==> src/rtl/flip_candidate_sequencer_pkg.sv <==
// -----------------------------------------------------------------------------
// flip_candidate_sequencer_pkg
// Shared definitions for the flip candidate sequencer: the FSM state type,
// default sizing constants and the selector write-enable encoding.
// -----------------------------------------------------------------------------
package flip_candidate_sequencer_pkg;

  // Default sizing: MC is the width of the per-variable clause vectors and
  // NSAT_BITS the width of a literal-slot index / selector code.
  localparam int MC               = 20;
  localparam int DEFAULT_NSAT     = 3;
  localparam int DEFAULT_VAR_BITS = 16;
  localparam int NSAT_BITS        = $clog2(DEFAULT_NSAT);

  typedef enum logic [2:0] {
    IDLE,
    FETCH,
    APPLY,
    SETTLE,
    OUT
  } seq_state_e;

  // Write-enable code presented to the selector while applying slot k:
  // one-hot for every slot but the last, all ones for the last slot, which
  // also tells the selector to evaluate. Callers truncate to their width.
  function automatic logic [31:0] wr_code(input int k, input int nsat);
    if (k < nsat - 1) begin
      return 32'd1 << k;
    end
    return '1;
  endfunction

endpackage

==> src/rtl/flip_candidate_sequencer.sv <==
// -----------------------------------------------------------------------------
// flip_candidate_sequencer
// Control stage in front of the variable flip selector. Takes the literal IDs
// of one unsatisfied clause, fetches each variable's clause-broken and mask
// vectors from the clause-state lookup (one req/ack per literal), feeds them to
// the selector with the matching write-enable code, then hands the selector's
// winner to the flip stage over a valid/ready handshake.
//
// Ports
//   clk_i, rst_i            clock, synchronous active-high reset
//   start_i, clause_vars_i  clause request (accepted while clause_ready_o=1)
//   clause_ready_o          high while idle
//   lut_req_o, lut_addr_o   lookup request and variable ID
//   lut_ack_i, lut_broken_i, lut_mask_i   lookup response
//   clause_broken_o, mask_bits_o, wr_en_o, break_values_valid_o  to selector
//   selected_i, clause_valid_bits_i       from selector
//   flip_valid_o, flip_ready_i, flip_var_o, flip_clause_bits_o   to flip stage
//   err_o                   one-cycle pulse: empty clause or bad selection
// -----------------------------------------------------------------------------
module flip_candidate_sequencer
  import flip_candidate_sequencer_pkg::*;
#(
  parameter int  MAX_CLAUSES_PER_VARIABLE = MC,
  parameter int  NSAT                     = DEFAULT_NSAT,
  parameter int  VAR_BITS                 = DEFAULT_VAR_BITS,
  localparam int SEL_BITS                 = $clog2(NSAT)
) (
  input  logic                                clk_i,
  input  logic                                rst_i,
  input  logic                                start_i,
  input  logic [NSAT*VAR_BITS-1:0]            clause_vars_i,
  output logic                                clause_ready_o,
  output logic                                lut_req_o,
  output logic [VAR_BITS-1:0]                 lut_addr_o,
  input  logic                                lut_ack_i,
  input  logic [MAX_CLAUSES_PER_VARIABLE-1:0] lut_broken_i,
  input  logic [MAX_CLAUSES_PER_VARIABLE-1:0] lut_mask_i,
  output logic [MAX_CLAUSES_PER_VARIABLE-1:0] clause_broken_o,
  output logic [MAX_CLAUSES_PER_VARIABLE-1:0] mask_bits_o,
  output logic [SEL_BITS-1:0]                 wr_en_o,
  output logic [NSAT-1:0]                     break_values_valid_o,
  input  logic [SEL_BITS-1:0]                 selected_i,
  input  logic [MAX_CLAUSES_PER_VARIABLE-1:0] clause_valid_bits_i,
  output logic                                flip_valid_o,
  input  logic                                flip_ready_i,
  output logic [VAR_BITS-1:0]                 flip_var_o,
  output logic [MAX_CLAUSES_PER_VARIABLE-1:0] flip_clause_bits_o,
  output logic                                err_o
);

  localparam int MCW = MAX_CLAUSES_PER_VARIABLE;

  seq_state_e           state_q, state_d;
  logic [VAR_BITS-1:0]  vars_q [NSAT];
  logic [SEL_BITS-1:0]  k_q;
  logic [MCW-1:0]       hold_broken_q, hold_mask_q;
  logic [VAR_BITS-1:0]  flip_var_q;
  logic [MCW-1:0]       flip_bits_q;
  logic                 err_q, err_d;

  logic [VAR_BITS-1:0]  cur_var;
  logic [VAR_BITS-1:0]  sel_var;
  logic                 last_slot;

  assign cur_var   = vars_q[k_q];
  assign last_slot = (k_q == SEL_BITS'(NSAT - 1));

  // Slot mux for the selector's choice. A code >= NSAT matches no slot and
  // falls through as ID 0, which the SETTLE check already treats as an error.
  always_comb begin
    sel_var = '0;
    for (int i = 0; i < NSAT; i++) begin
      if (selected_i == SEL_BITS'(i)) begin
        sel_var = vars_q[i];
      end
    end
  end

  always_comb begin
    break_values_valid_o = '0;
    for (int i = 0; i < NSAT; i++) begin
      break_values_valid_o[i] = (vars_q[i] != '0);
    end
  end

  // State register.
  always_ff @(posedge clk_i) begin
    if (rst_i) begin
      state_q <= IDLE;
    end else begin
      state_q <= state_d;
    end
  end

  // Next state and outputs.
  // NOTE: every signal written here gets a default before the case so that
  // no path leaves it unassigned, which would otherwise infer a latch.
  always_comb begin
    state_d         = state_q;
    err_d           = 1'b0;
    clause_ready_o  = 1'b0;
    lut_req_o       = 1'b0;
    lut_addr_o      = '0;
    wr_en_o         = '0;
    clause_broken_o = '0;
    mask_bits_o     = '0;
    flip_valid_o    = 1'b0;

    unique case (state_q)
      IDLE: begin
        clause_ready_o = 1'b1;
        if (start_i) begin
          if (clause_vars_i == '0) begin
            err_d = 1'b1;
          end else begin
            state_d = FETCH;
          end
        end
      end

      FETCH: begin
        // Empty slots skip the lookup entirely; the hold registers get zeros.
        if (cur_var != '0) begin
          lut_req_o  = 1'b1;
          lut_addr_o = cur_var;
          if (lut_ack_i) begin
            state_d = APPLY;
          end
        end else begin
          state_d = APPLY;
        end
      end

      APPLY: begin
        clause_broken_o = hold_broken_q;
        mask_bits_o     = hold_mask_q;
        wr_en_o         = SEL_BITS'(wr_code(int'(k_q), NSAT));
        state_d         = last_slot ? SETTLE : FETCH;
      end

      SETTLE: begin
        if (sel_var == '0) begin
          err_d   = 1'b1;
          state_d = IDLE;
        end else begin
          state_d = OUT;
        end
      end

      OUT: begin
        flip_valid_o = 1'b1;
        if (flip_ready_i) begin
          state_d = IDLE;
        end
      end

      default: state_d = IDLE;
    endcase
  end

  // Datapath registers: latched clause, slot index, hold and result registers.
  // NOTE: sequential state is written with non-blocking assignments so every
  // register samples pre-edge values regardless of statement order.
  always_ff @(posedge clk_i) begin
    if (rst_i) begin
      // NOTE: the clause array is reset too: a reset must discard the latched
      // clause, and break_values_valid_o is derived straight from it.
      for (int i = 0; i < NSAT; i++) begin
        vars_q[i] <= '0;
      end
      k_q           <= '0;
      hold_broken_q <= '0;
      hold_mask_q   <= '0;
      flip_var_q    <= '0;
      flip_bits_q   <= '0;
      err_q         <= 1'b0;
    end else begin
      err_q <= err_d;
      unique case (state_q)
        IDLE: begin
          if (start_i) begin
            for (int i = 0; i < NSAT; i++) begin
              vars_q[i] <= clause_vars_i[i*VAR_BITS +: VAR_BITS];
            end
            k_q <= '0;
          end
        end
        FETCH: begin
          if (cur_var == '0) begin
            hold_broken_q <= '0;
            hold_mask_q   <= '0;
          end else if (lut_ack_i) begin
            hold_broken_q <= lut_broken_i;
            hold_mask_q   <= lut_mask_i;
          end
        end
        APPLY: begin
          if (!last_slot) begin
            k_q <= k_q + SEL_BITS'(1);
          end
        end
        SETTLE: begin
          flip_var_q  <= sel_var;
          flip_bits_q <= clause_valid_bits_i;
        end
        default: ;
      endcase
    end
  end

  assign flip_var_o         = flip_var_q;
  assign flip_clause_bits_o = flip_bits_q;
  assign err_o              = err_q;

endmodule

==> config.mk <==
export PLATFORM = sky130hd
export DESIGN_NAME = flip_candidate_sequencer
export DESIGN_NICKNAME = d
export VERILOG_FILES = /design/src/rtl/flip_candidate_sequencer_pkg.sv /design/src/rtl/flip_candidate_sequencer.sv
export SDC_FILE = /design/constraint.sdc
export NUM_CORES = 1
export LEC_CHECK = 0
export CORE_MARGIN = 1.5
export CORE_UTILIZATION = 30
export CTS_BUF_LIST = sky130_fd_sc_hd__clkbuf_8 sky130_fd_sc_hd__clkbuf_16
export DETAILED_ROUTE_END_ITERATION = 6
export PLACE_DENSITY = 0.59
export RECOVER_POWER = 50
export SLEW_MARGIN = 20
export SYNTH_ARGS = -nofsm -noshare
export SYNTH_HDL_FRONTEND = slang
export SYNTH_SLANG_ARGS = --single-unit
==> constraint.sdc <==
create_clock -name clk_i -period 7.2 [get_ports clk_i]
set_input_delay 2.16 -clock clk_i [delete_from_list [all_inputs] [get_ports clk_i]]
set_output_delay 2.16 -clock clk_i [all_outputs]
set_load 0.05 [all_outputs]
* After elaboration in Yosys (flattened, before gate mapping)
Memory sizes are Yosys's and may differ from the RTL's. A register that Yosys moved wholly into a read port is not among the register bits.
Index checks and enable logic that the tools add are counted.
** Operators by class
- Add/sub/neg operators :: 1
- $lt $le $gt $ge :: 1
- Equal/unequal tests :: 12
- Shifts and indexed selects :: 1
- Muxes and demuxes :: 46
- Bitwise logic cells :: 3
- Reductions and logical operators :: 14
** Operator list (count)
- $mux 16 :: 8
- $mux 20 :: 6
- $reduce_bool 16->1 :: 4
- $logic_not 48->1 :: 1
- $logic_not 16->1 :: 2
- $mux 3 :: 6
- $mux 2 :: 8
- $mux 1 :: 15
- $pmux 3 s5 :: 1
- $ne 2x2->1 const B :: 4
- $eq 3x2->1 const B :: 2
- $eq 2x2->1 const B :: 2
- $pmux 2 s2 :: 1
- $reduce_and 4->1 :: 1
- $reduce_bool 2->1 :: 2
- $eq 3x1->1 const B :: 1
- $eq 3x3->1 const B :: 1
- $logic_not 3->1 :: 1
- $ne 3x3->1 const B :: 1
- $or 1x1->1 :: 3
- $reduce_and 3->1 :: 1
- $add 2x1->2 const B :: 1
- $eq 2x1->1 const B :: 1
- $logic_not 2->1 :: 1
- 4 further kinds :: 4
** Word-level totals
- Bits in registers :: 82
- RAM bits :: 48
- Input bits :: 115
- Output and inout port bits :: 101
- Logic and storage cells :: 86
- Memories kept :: 1
** Memories
- vars_q :: words 3, width 16, read ports 4, clocked after Yosys merged registers in 1, write ports 3, RTL line flip_candidate_sequencer.sv:54 : logic [VAR_BITS-1:0] vars_q [NSAT];

* Longest topological paths before layout
Gate-level depths: netlist (run 1).
- Depth after elaboration :: 7
- Mapped depth :: 9

* Worst setup path after synthesis (run 1)
OpenSTA, ideal clock, no wires.
- Path kind :: register -> output
- From :: reg with a tool-made name
- To :: out lut_req_o
- Arrival :: 2.418 ns
- Setup slack :: 2.622 ns
- Stages on the path, launching flop included :: 8
- Buffers on the path :: 3
- Cell sequence :: dfxtp_1 -> clkbuf_1 -> buf_4 -> mux2i_1 -> nand4_1 -> o41ai_4 -> clkbuf_1 -> inv_1
** RTL lines
- end, declared :: RTL line flip_candidate_sequencer.sv:33 : output logic lut_req_o,

==> reports/qor.yml, run 1 <==
arrival_ns: 4.00
dr.pass1.iters: 5
grt_max_degree: 49
power_mw: 2.05
path_class: "flop to output pin"
synth_flop_cell: "dfxtp_1"
slew_violations: 138
die_area_um2: 20800
synth_fa_ha_area_frac: 0.00629
post-route-drc-count: 0
numClockSinks: 132
synthMuxAreaShare: 0.0907
row_count: 51
peakVddDrop_v: 0.000156
ys_types: 37
syn_area_um2: 5970
synth_cells: 580
worstSetupStartpointType: "flop"
post-route-period-util: 0.856
cts_buffers: 17
setup_viol: 0
internal_power_mw: 1.48
cts-root-buf: "clkbuf_16"
post_drt_wl_per_cell_um: 18.4
cp_slowest_cell: "o41ai_4"
cts_resized: 0
die_w_um: 144
yosysMostFrequentCell: "dfxtp_1"
grt-ovfl-total: 0
cp.required_ns: 5.04
synth_top_family_by_area: "simple AND/OR/NAND/NOR gates"
cts_tree: "yes"
wl_um: 19300
synth_compound_area_frac: 0.115
tightest_slew_ns: 2.19
synth.avg_cell_area_um2: 10.3
synth.largest_area_cell: "dfxtp_1"
yosys.area_share.simple: 0.225
clkTransAtPathRegs_ns: 0.06
antenna_found_initial: 0
report.final.hold_viol_count: 0
drtIter0Drc: 404
num_vias: 5125
cts_htree_levels: 4
rsz0062_at_grt: "false"
synth-async-reset-ratio: 0
yosys.area.top_type_share: 0.282
tns_ns: 0
endpoint_kind: "output pin"
violations: "capacitance limit, slew limit"
clock_latency_ns: 0.43
design.portCount: 216
viasPerCell: 4.88
power_switching_mw: 0.567
drive_gt1_frac: 0.0701
io_buffer_count: 215
fin_nets: 890
synth_common_cells: "84 x dfxtp_1, 58 x nor2_1, 49 x and2_1"
crit_chain: "mux2_2 > mux2i_1 > nand4_1 > o41ai_4 > nor2_1 > clkdlybuf4s50_1"
cap_violations: 4
crit_fanout: 19
power_frac_seq: 0.433
clock_path_buffers: 2
hpwl_um: 14400
synth_xor_area_frac: 0
diodes: 0
syn-num-nets: 698
hp-class: "flop to flop"
track_usage: 0.186
nFillCells: 1816
cts_setup_buffers: 0
period_needed_ns: 6.16
synth_seq_area_share: 0.523
synthTopCellsByArea: "dfxtp_1 28%, edfxtp_1 24%, a22o_1 5.9%"
syn_to_final_growth_pct: 48.3
ant_nets: 0
stdcell_count: 1050
ys_ff_latch: 132
crit_path_max_incr_delay_ns: 0.99
dp.cells: 1018
max_freq_mhz: 162
core_area_um2: 19500
clock_power_share: 0.412
grt_pass1_vias: 5115
outcome: "finished with violations"
synth_edf_count: 48
die_height_um: 144
power_density_nw_per_um2: 232
start_util: 0.307
gp_congestion: 0.907
grt_pass1_wl_um: 28700
hold_buffers: 0
p_leak_nw: 3.26
relSlewSlack: -0.460
comb_power_share: 0.156
ys_warn_count: 0
final.setup_skew_ns: 0.00953
switching_share: 0.277
[registers in the layout, indices dropped and copies added (netlist names), named ones only]
register and count:
vars_q 48, flip_clause_bits_o 20, k_q 2, flip_var_o 16
hold_broken_q 20, hold_mask_q 20, err_o 1, state_q 3
[critical path, delay by kind of cell, from the launching register on]
family	cells	cell delay (ns)
buffers and inverters	1	0.77
multiplexers	2	0.63
AO/OA/AOI/OAI	1	0.99
AND/OR/NAND/NOR	2	0.40
flip-flops	1	0.78
[final cells by class]
| class | instances | area (um^2) | area share |
|---|---|---|---|
| clock buffers | 17 | 425 | 0.0480 |
| clock inverters | 15 | 156 | 0.0177 |
| inverters | 4 | 15.0 | 0.00170 |
| multi-input cells | 397 | 2630 | 0.297 |
| flip-flops and latches | 132 | 3120 | 0.353 |
| well taps | 265 | 332 | 0.0374 |
| repair buffers | 220 | 2180 | 0.246 |
[per-layer routing]
layer	share of wire	up-vias	global-route usage
met1	0.43	2380	0.230
met2	0.49	211	0.314
met3	0.062	30	0.0414
met5	0	-	0
li1	-	2504	-
met4	0.021	0	0.0730
[cells by family (layout without fill, tap and decap cells)]
| kind of cell | Yosys count | after routing |
|---|---|---|
| flip-flops | 132 | 132 |
| adder cells (fa/ha/maj) | 3 | 3 |
| AND/OR/NAND/NOR | 257 | 257 |
| multiplexers | 50 | 50 |
| buffers and inverters | 51 | 256 |
| AO/OA/AOI/OAI | 87 | 87 |
[worst paths after layout]
kind,start,endpoint,slack [ns],cells after the start
max,flop,lut_addr_o[6],1.04,6
min,flip_clause_bits_o[4],flip_clause_bits_o[4],0.45,2
max reg2reg,flop,hold_mask_q[2],3.59,7
min reg2reg,flip_clause_bits_o[4],flip_clause_bits_o[4],0.45,2
[through the flow]
step / util / setup slack [ns] / area [um^2] / hold slack, ns
floorplan: - / 2.62 / 5970 / 0.441
global placement: 0.425 / 1.65 / 8280 / 0.444
detailed placement: 0.426 / 1.51 / 8280 / 0.448
CTS: 0.456 / 1.04 / 8870 / 0.455
global route: 0.455 / 0.754 / 8850 / 0.476
finish: 0.455 / 1.04 / 8850 / 0.452
[cell usage in the layout, fill, tap and decap left out, drive strengths merged, types with 7 or more instances in the layout]
cell type	netlist	layout
nor3	18	18
nor4	29	29
and3	40	40
nand4	11	11
clkinv	0	8
edfxtp	48	48
a22o	40	40
a21oi	23	23
inv	4	7
and2	49	49
dfxtp	84	84
nor2	58	58
mux2	17	17
clkbuf	36	20
o2bb2ai	16	16
mux2i	33	33
clkdlybuf4s50	0	214
nand2	45	45
[power groups by stage]
stage	clock network [mW]	registers [mW]	logic [mW]
floorplan	0	0.886	0.180
CTS	0.865	0.885	0.322
finish	0.844	0.888	0.319
global route	0.895	0.892	0.343
global placement	0	0.900	0.315
detailed placement	0	0.900	0.320
Power figures use the tool's default switching activity.
==> inputs of run 2 (changes only) <==
--- a/config.mk
+++ b/config.mk
@@ -5,6 +5,8 @@
 export SDC_FILE = /design/constraint.sdc
 export NUM_CORES = 1
 export LEC_CHECK = 0
+export CAP_MARGIN = 0
+export CORE_ASPECT_RATIO = 0.9
 export CORE_MARGIN = 1.5
 export CORE_UTILIZATION = 30
 export CTS_BUF_LIST = sky130_fd_sc_hd__clkbuf_8 sky130_fd_sc_hd__clkbuf_16
==> reports/qor.yml, run 2 (same netlist as run 1, synthesis figures left out) <==
outcome: "finished with violations"
violations: "capacitance limit, slew limit"
p_leak_nw: 3.25  # -0.26%
cp_slowest_cell: "dfxtp_1"
track_usage: 0.182  # -0.00403
final_cell_mix: "214 x clkdlybuf4s50_1, 84 x dfxtp_1, 57 x nor2_1, 48 x edfxtp_1, 45 x nand2_1"
numClockSinks: 132  # unchanged
syn_to_final_growth_pct: 47.9
path_class: "flop to output pin"
die_area_um2: 20800  # about the same
io_buffer_count: 215  # unchanged
final_common_cell: "clkdlybuf4s50_1"
drtIter0Drc: 384  # -5.0%
postLayoutCoreUtil: 0.457  # +0.00162
num_vias: 5180  # +1.1%
cap_violations: 4  # unchanged
top_register: "vars_q"
design.portCount: 216  # unchanged
hold_buffers: 0  # unchanged
dp_worst_setup_slack_ns: 1.29  # -0.221 ns
slew_violations: 187  # +36%
crit_path_max_incr_delay_ns: 0.86  # -0.13 ns
cts_buffers: 17  # unchanged
core_area_um2: 19300  # -0.64%
reg2reg_depth: 6  # -1
wl_um: 18900  # -2.1%
start_util: 0.309  # +0.00197
clkTransAtPathRegs_ns: 0.06  # about the same
post-route-period-util: 0.847  # -0.00850
cts_setup_buffers: 0  # unchanged
fin_nets: 891  # +0.11%
endpoint_kind: "output pin"
peakVddDrop_v: 0.000135  # -14%
period_needed_ns: 6.10  # -0.0612 ns
dr.pass1.iters: 4  # -1
crit_chain: "mux2_1 > mux2i_1 > nand4_1 > o41ai_4 > buf_6 > nor2_1 > clkdlybuf4s50_1"
power_density_nw_per_um2: 231  # -0.27%
die_w_um: 152  # +5.3%
antenna_found_initial: 0  # unchanged
arrival_ns: 3.94  # -0.06 ns
crit_fanout: 16  # -3
clock_latency_ns: 0.42  # about the same
cp.depth: 7  # +1
cts_resized: 0  # unchanged
cts_htree_levels: 4  # unchanged
setup_viol: 0  # unchanged
nFillCells: 1824  # +0.44%
critical-path-top-delay-family: "buffers and inverters"
final_cell_area_um2: 8830  # -0.28%
whs_ns: 0.460  # +0.00770 ns
largest_reg_flops: 48  # unchanged
grt_pass1_vias: 5306  # +3.7%
report.final.hold_viol_count: 0  # unchanged
post-route-drc-count: 0  # unchanged
min_path_cells: 2  # unchanged
cts-root-buf: "clkbuf_16"
tns_ns: 0  # unchanged
rsz0062_at_grt: "false"
tightest_slew_ns: 2.78  # +0.589 ns
hpwl_um: 14100  # -2.1%
grt_max_degree: 49  # unchanged
viasPerCell: 5.00  # +2.4%
post_drt_wl_per_cell_um: 18.2  # -0.80%
cts_tree: "yes"
clock_path_buffers: 2  # unchanged
diodes: 0  # unchanged
place_area_um2: 8270  # -0.20%
final.setup_skew_ns: 0.0124  # +0.00282 ns
max_freq_mhz: 164  # +1.0%
fin_ws_ns: 1.10  # +0.0612 ns
gp_congestion: 0.872  # -3.8%
grt-ovfl-total: 0  # unchanged
die_height_um: 137  # -5.0%
hp-class: "flop to flop"
path_buf_inv: 2  # +1
worstSetupStartpointType: "flop"
cp.required_ns: 5.04  # about the same
row_count: 48  # -5.9%
relSlewSlack: -0.865  # -0.405
ant_nets: 0  # unchanged
grt_pass1_wl_um: 28200  # -1.8%
drive_gt1_frac: 0.0674  # -0.00263
[run 2: cell count changes in the layout (fill, tap and decap cells not counted), moves of 2 or more]
cell / previous run / this run
clkinv_1: 1 / 4
and2_0: 30 / 34
clkinvlp_4: 1 / 3
inv_6: 3 / 1
and2_1: 19 / 15
clkinv_4: 5 / 3
[run 2: layout make-up]
type                            count  area [um^2]  share of cell area
Inverter                            4         15.0             0.00170
Timing Repair Buffer              221         2190               0.248
Clock inverter                     15          141              0.0160
Clock buffer                       17          425              0.0482
Sequential cell                   132         3120               0.354
Tap cell                          250          313              0.0354
Multi-Input combinational cell    397         2620               0.297
[run 2: worst paths after layout]
kind	start	to	slack, ns
setup / recovery	flop	lut_addr_o[3]	1.10
hold reg to reg	flip_clause_bits_o[10]	flip_clause_bits_o[10]	0.46
hold / removal	flip_clause_bits_o[10]	flip_clause_bits_o[10]	0.46
setup reg to reg	flop	hold_broken_q[14]	3.33
[run 2: report_power, final]
group	switching (mW)	internal, mW	total, mW	leakage, nW
Sequential	0.0478	0.831	0.879	1.20
Combinational	0.186	0.144	0.329	1.78
Clock	0.327	0.504	0.831	0.271
[run 2: worst min-delay path, delay by kind of cell (launching register included)]
| kind | cells | cell delay [ns] |
|---|---|---|
| flip-flops | 1 | 0.31 |
| AO/OA/AOI/OAI | 1 | 0.06 |
| AND/OR/NAND/NOR | 1 | 0.05 |
[run 2: metrics by stage]
| step | std cells | total power [mW] |
|---|---|---|
| global placement | 1003 | 1.22 |
| global route | 1036 | 2.12 |
| finish | 1036 | 2.04 |
| detailed placement | 1003 | 1.22 |
| CTS | 1035 | 2.06 |
| floorplan | 580 | 1.07 |
[run 2: routing by layer]
layer / vias up / wire, um / global-route usage
li1: 2504 / - / -
met1: 2445 / 8290 / 0.228
met2: 213 / 8760 / 0.295
met3: 18 / 1560 / 0.0507
met4: 0 / 273 / 0.0726
met5: - / 0 / 0
==> inputs of run 3 (changes only) <==
==> constraint.sdc (replaced) <==
create_clock -name clk_i -period 5.66 [get_ports clk_i]
set_input_delay 1.698 -clock clk_i [delete_from_list [all_inputs] [get_ports clk_i]]
set_output_delay 1.698 -clock clk_i [all_outputs]
set_load 0.05 [all_outputs]
==> reports/qor.yml, run 3 (same netlist as run 1, synthesis figures left out) <==
largest_reg_flops: 48  # unchanged
cts_tree: "yes"
crit_fanout: 12  # -4
power_mw: 2.54  # +25%
wl_um: 19300  # +2.4%
final_cell_mix: "187 x clkdlybuf4s50_1, 84 x dfxtp_1, 57 x nor2_1, 48 x edfxtp_1, 45 x nand2_1"
post-route-drc-count: 0  # unchanged
final.setup_skew_ns: 0.00863  # -0.00372 ns
path_buf_inv: 3  # +1
drive_gt1_frac: 0.0732  # +0.00580
tns_ns: 0  # unchanged
clock_path_buffers: 2  # unchanged
row_count: 48  # unchanged
gp_congestion: 0.925  # +6.0%
cts_resized: 0  # unchanged
worst_path_most_repeated_cell: "buf_4"
slew_violations: 97  # -48%
power_density_nw_per_um2: 287  # +24%
worstSetupStartpointType: "flop"
syn_to_final_growth_pct: 48.0
antenna_found_initial: 0  # unchanged
place_area_um2: 8310  # +0.54%
grt_pass1_vias: 5247  # -1.1%
final_common_cell: "clkdlybuf4s50_1"
critical-path-top-delay-family: "buffers and inverters"
grt-ovfl-total: 0  # unchanged
setup_viol: 0  # unchanged
outcome: "finished with violations"
die_w_um: 152  # unchanged
postLayoutCoreUtil: 0.457  # +0.000518
die_height_um: 137  # unchanged
core_area_um2: 19300  # unchanged
num_vias: 5275  # +1.8%
rsz0062_at_grt: "false"
violations: "capacitance limit, slew limit"
cp_slowest_cell: "clkdlybuf4s50_1"
final_cell_area_um2: 8840  # +0.11%
max_freq_mhz: 191
io_buffer_count: 215  # unchanged
viasPerCell: 5.06  # +1.2%
hpwl_um: 14500  # +2.6%
post-route-period-util: 0.927
p_leak_nw: 3.39  # +4.2%
path_class: "flop to output pin"
crit_path_max_incr_delay_ns: 0.74  # -0.12 ns
hold_buffers: 0  # unchanged
top_register: "vars_q"
grt_pass1_wl_um: 28700  # +1.7%
relSlewSlack: -0.393  # +0.471
cts_buffers: 17  # unchanged
peakVddDrop_v: 0.000192  # +43%
tightest_slew_ns: 2.09  # -0.688 ns
hp-start: "flip_clause_bits_o[1]"
endpoint_kind: "output pin"
fin_nets: 897  # +0.67%
diodes: 0  # unchanged
die_area_um2: 20800  # unchanged
crit_chain: "buf_4 > mux2i_1 > nand4_1 > o41ai_4 > buf_4 > nor2_1 > clkdlybuf4s50_1"
period_needed_ns: 5.25
arrival_ns: 3.55  # -0.39 ns
hp-class: "flop to flop"
report.final.hold_viol_count: 0  # unchanged
design.portCount: 216  # unchanged
numClockSinks: 132  # unchanged
ant_nets: 0  # unchanged
cts_setup_buffers: 0  # unchanged
start_util: 0.309  # unchanged
clock_latency_ns: 0.42  # about the same
cap_violations: 3  # -1
post_drt_wl_per_cell_um: 18.6  # +1.8%
grt_max_degree: 49  # unchanged
dr.pass1.iters: 5  # +1
cts-root-buf: "clkbuf_16"
track_usage: 0.185  # +0.00296
cts_htree_levels: 4  # unchanged
clkTransAtPathRegs_ns: 0.06  # about the same
drtIter0Drc: 298  # -22%
cp.required_ns: 3.96  # -1.08 ns
[run 3: changes by cell type in the layout (fill, tap and decap cells not counted), moves of 4 or more]
| cell | delta |
|---|---|
| and2_0 | -4 |
| dlygate4sd3_1 | +27 |
| and2_1 | +4 |
| clkdlybuf4s50_1 | -27 |
| clkinv_1 | -4 |
| inv_1 | +4 |
| buf_4 | +6 |
[run 3: final cells by class]
cell class / count / area, um^2
clock buffers: 18 / 439
clock inverters: 14 / 100
fillers: 1837 / 10500
inverters: 4 / 15.0
multi-input cells: 397 / 2620
flip-flops and latches: 132 / 3120
well taps: 250 / 313
repair buffers: 227 / 2230
[run 3: report_power, final]
part	total (mW)	switching (mW)	internal (mW)	leakage [nW]
Sequential	1.12	0.0600	1.06	1.20
Combinational	0.424	0.241	0.183	1.91
Clock	1.00	0.397	0.604	0.286
[run 3: routing by layer]
| metal | GRT usage | vias up | wire, um |
|---|---|---|---|
| met5 | 0 | - | 0 |
| met4 | 0.0646 | 0 | 295 |
| met3 | 0.0503 | 23 | 1430 |
| met2 | 0.291 | 236 | 8720 |
| met1 | 0.243 | 2510 | 8890 |
| li1 | - | 2506 | - |
[run 3: through the flow]
step | setup slack (ns) | instances | hold slack [ns]
2_1_floorplan | 1.54 | 580 | 0.441
3_3_place_gp | 0.942 | 1009 | 0.441
3_5_place_dp | 0.854 | 1009 | 0.449
4_1_cts | 0.399 | 1041 | 0.456
5_1_grt | 0.221 | 1042 | 0.467
6_report | 0.412 | 1042 | 0.453
[run 3: worst min-delay path, stage by stage (launching register included)]
cell	delay [ns]
dfxtp_1	0.30
nand2_1	0.05
a21oi_1	0.05
[run 3: path summary, 6_finish.rpt]
| kind | slack [ns] | depth (start not counted) | endpoint |
|---|---|---|---|
| max | 0.41 | 7 | lut_addr_o[2] |
| min | 0.45 | 2 | flip_clause_bits_o[1] |
| max reg2reg | 1.95 | 7 | hold_broken_q[0] |
| min reg2reg | 0.45 | 2 | flip_clause_bits_o[1] |
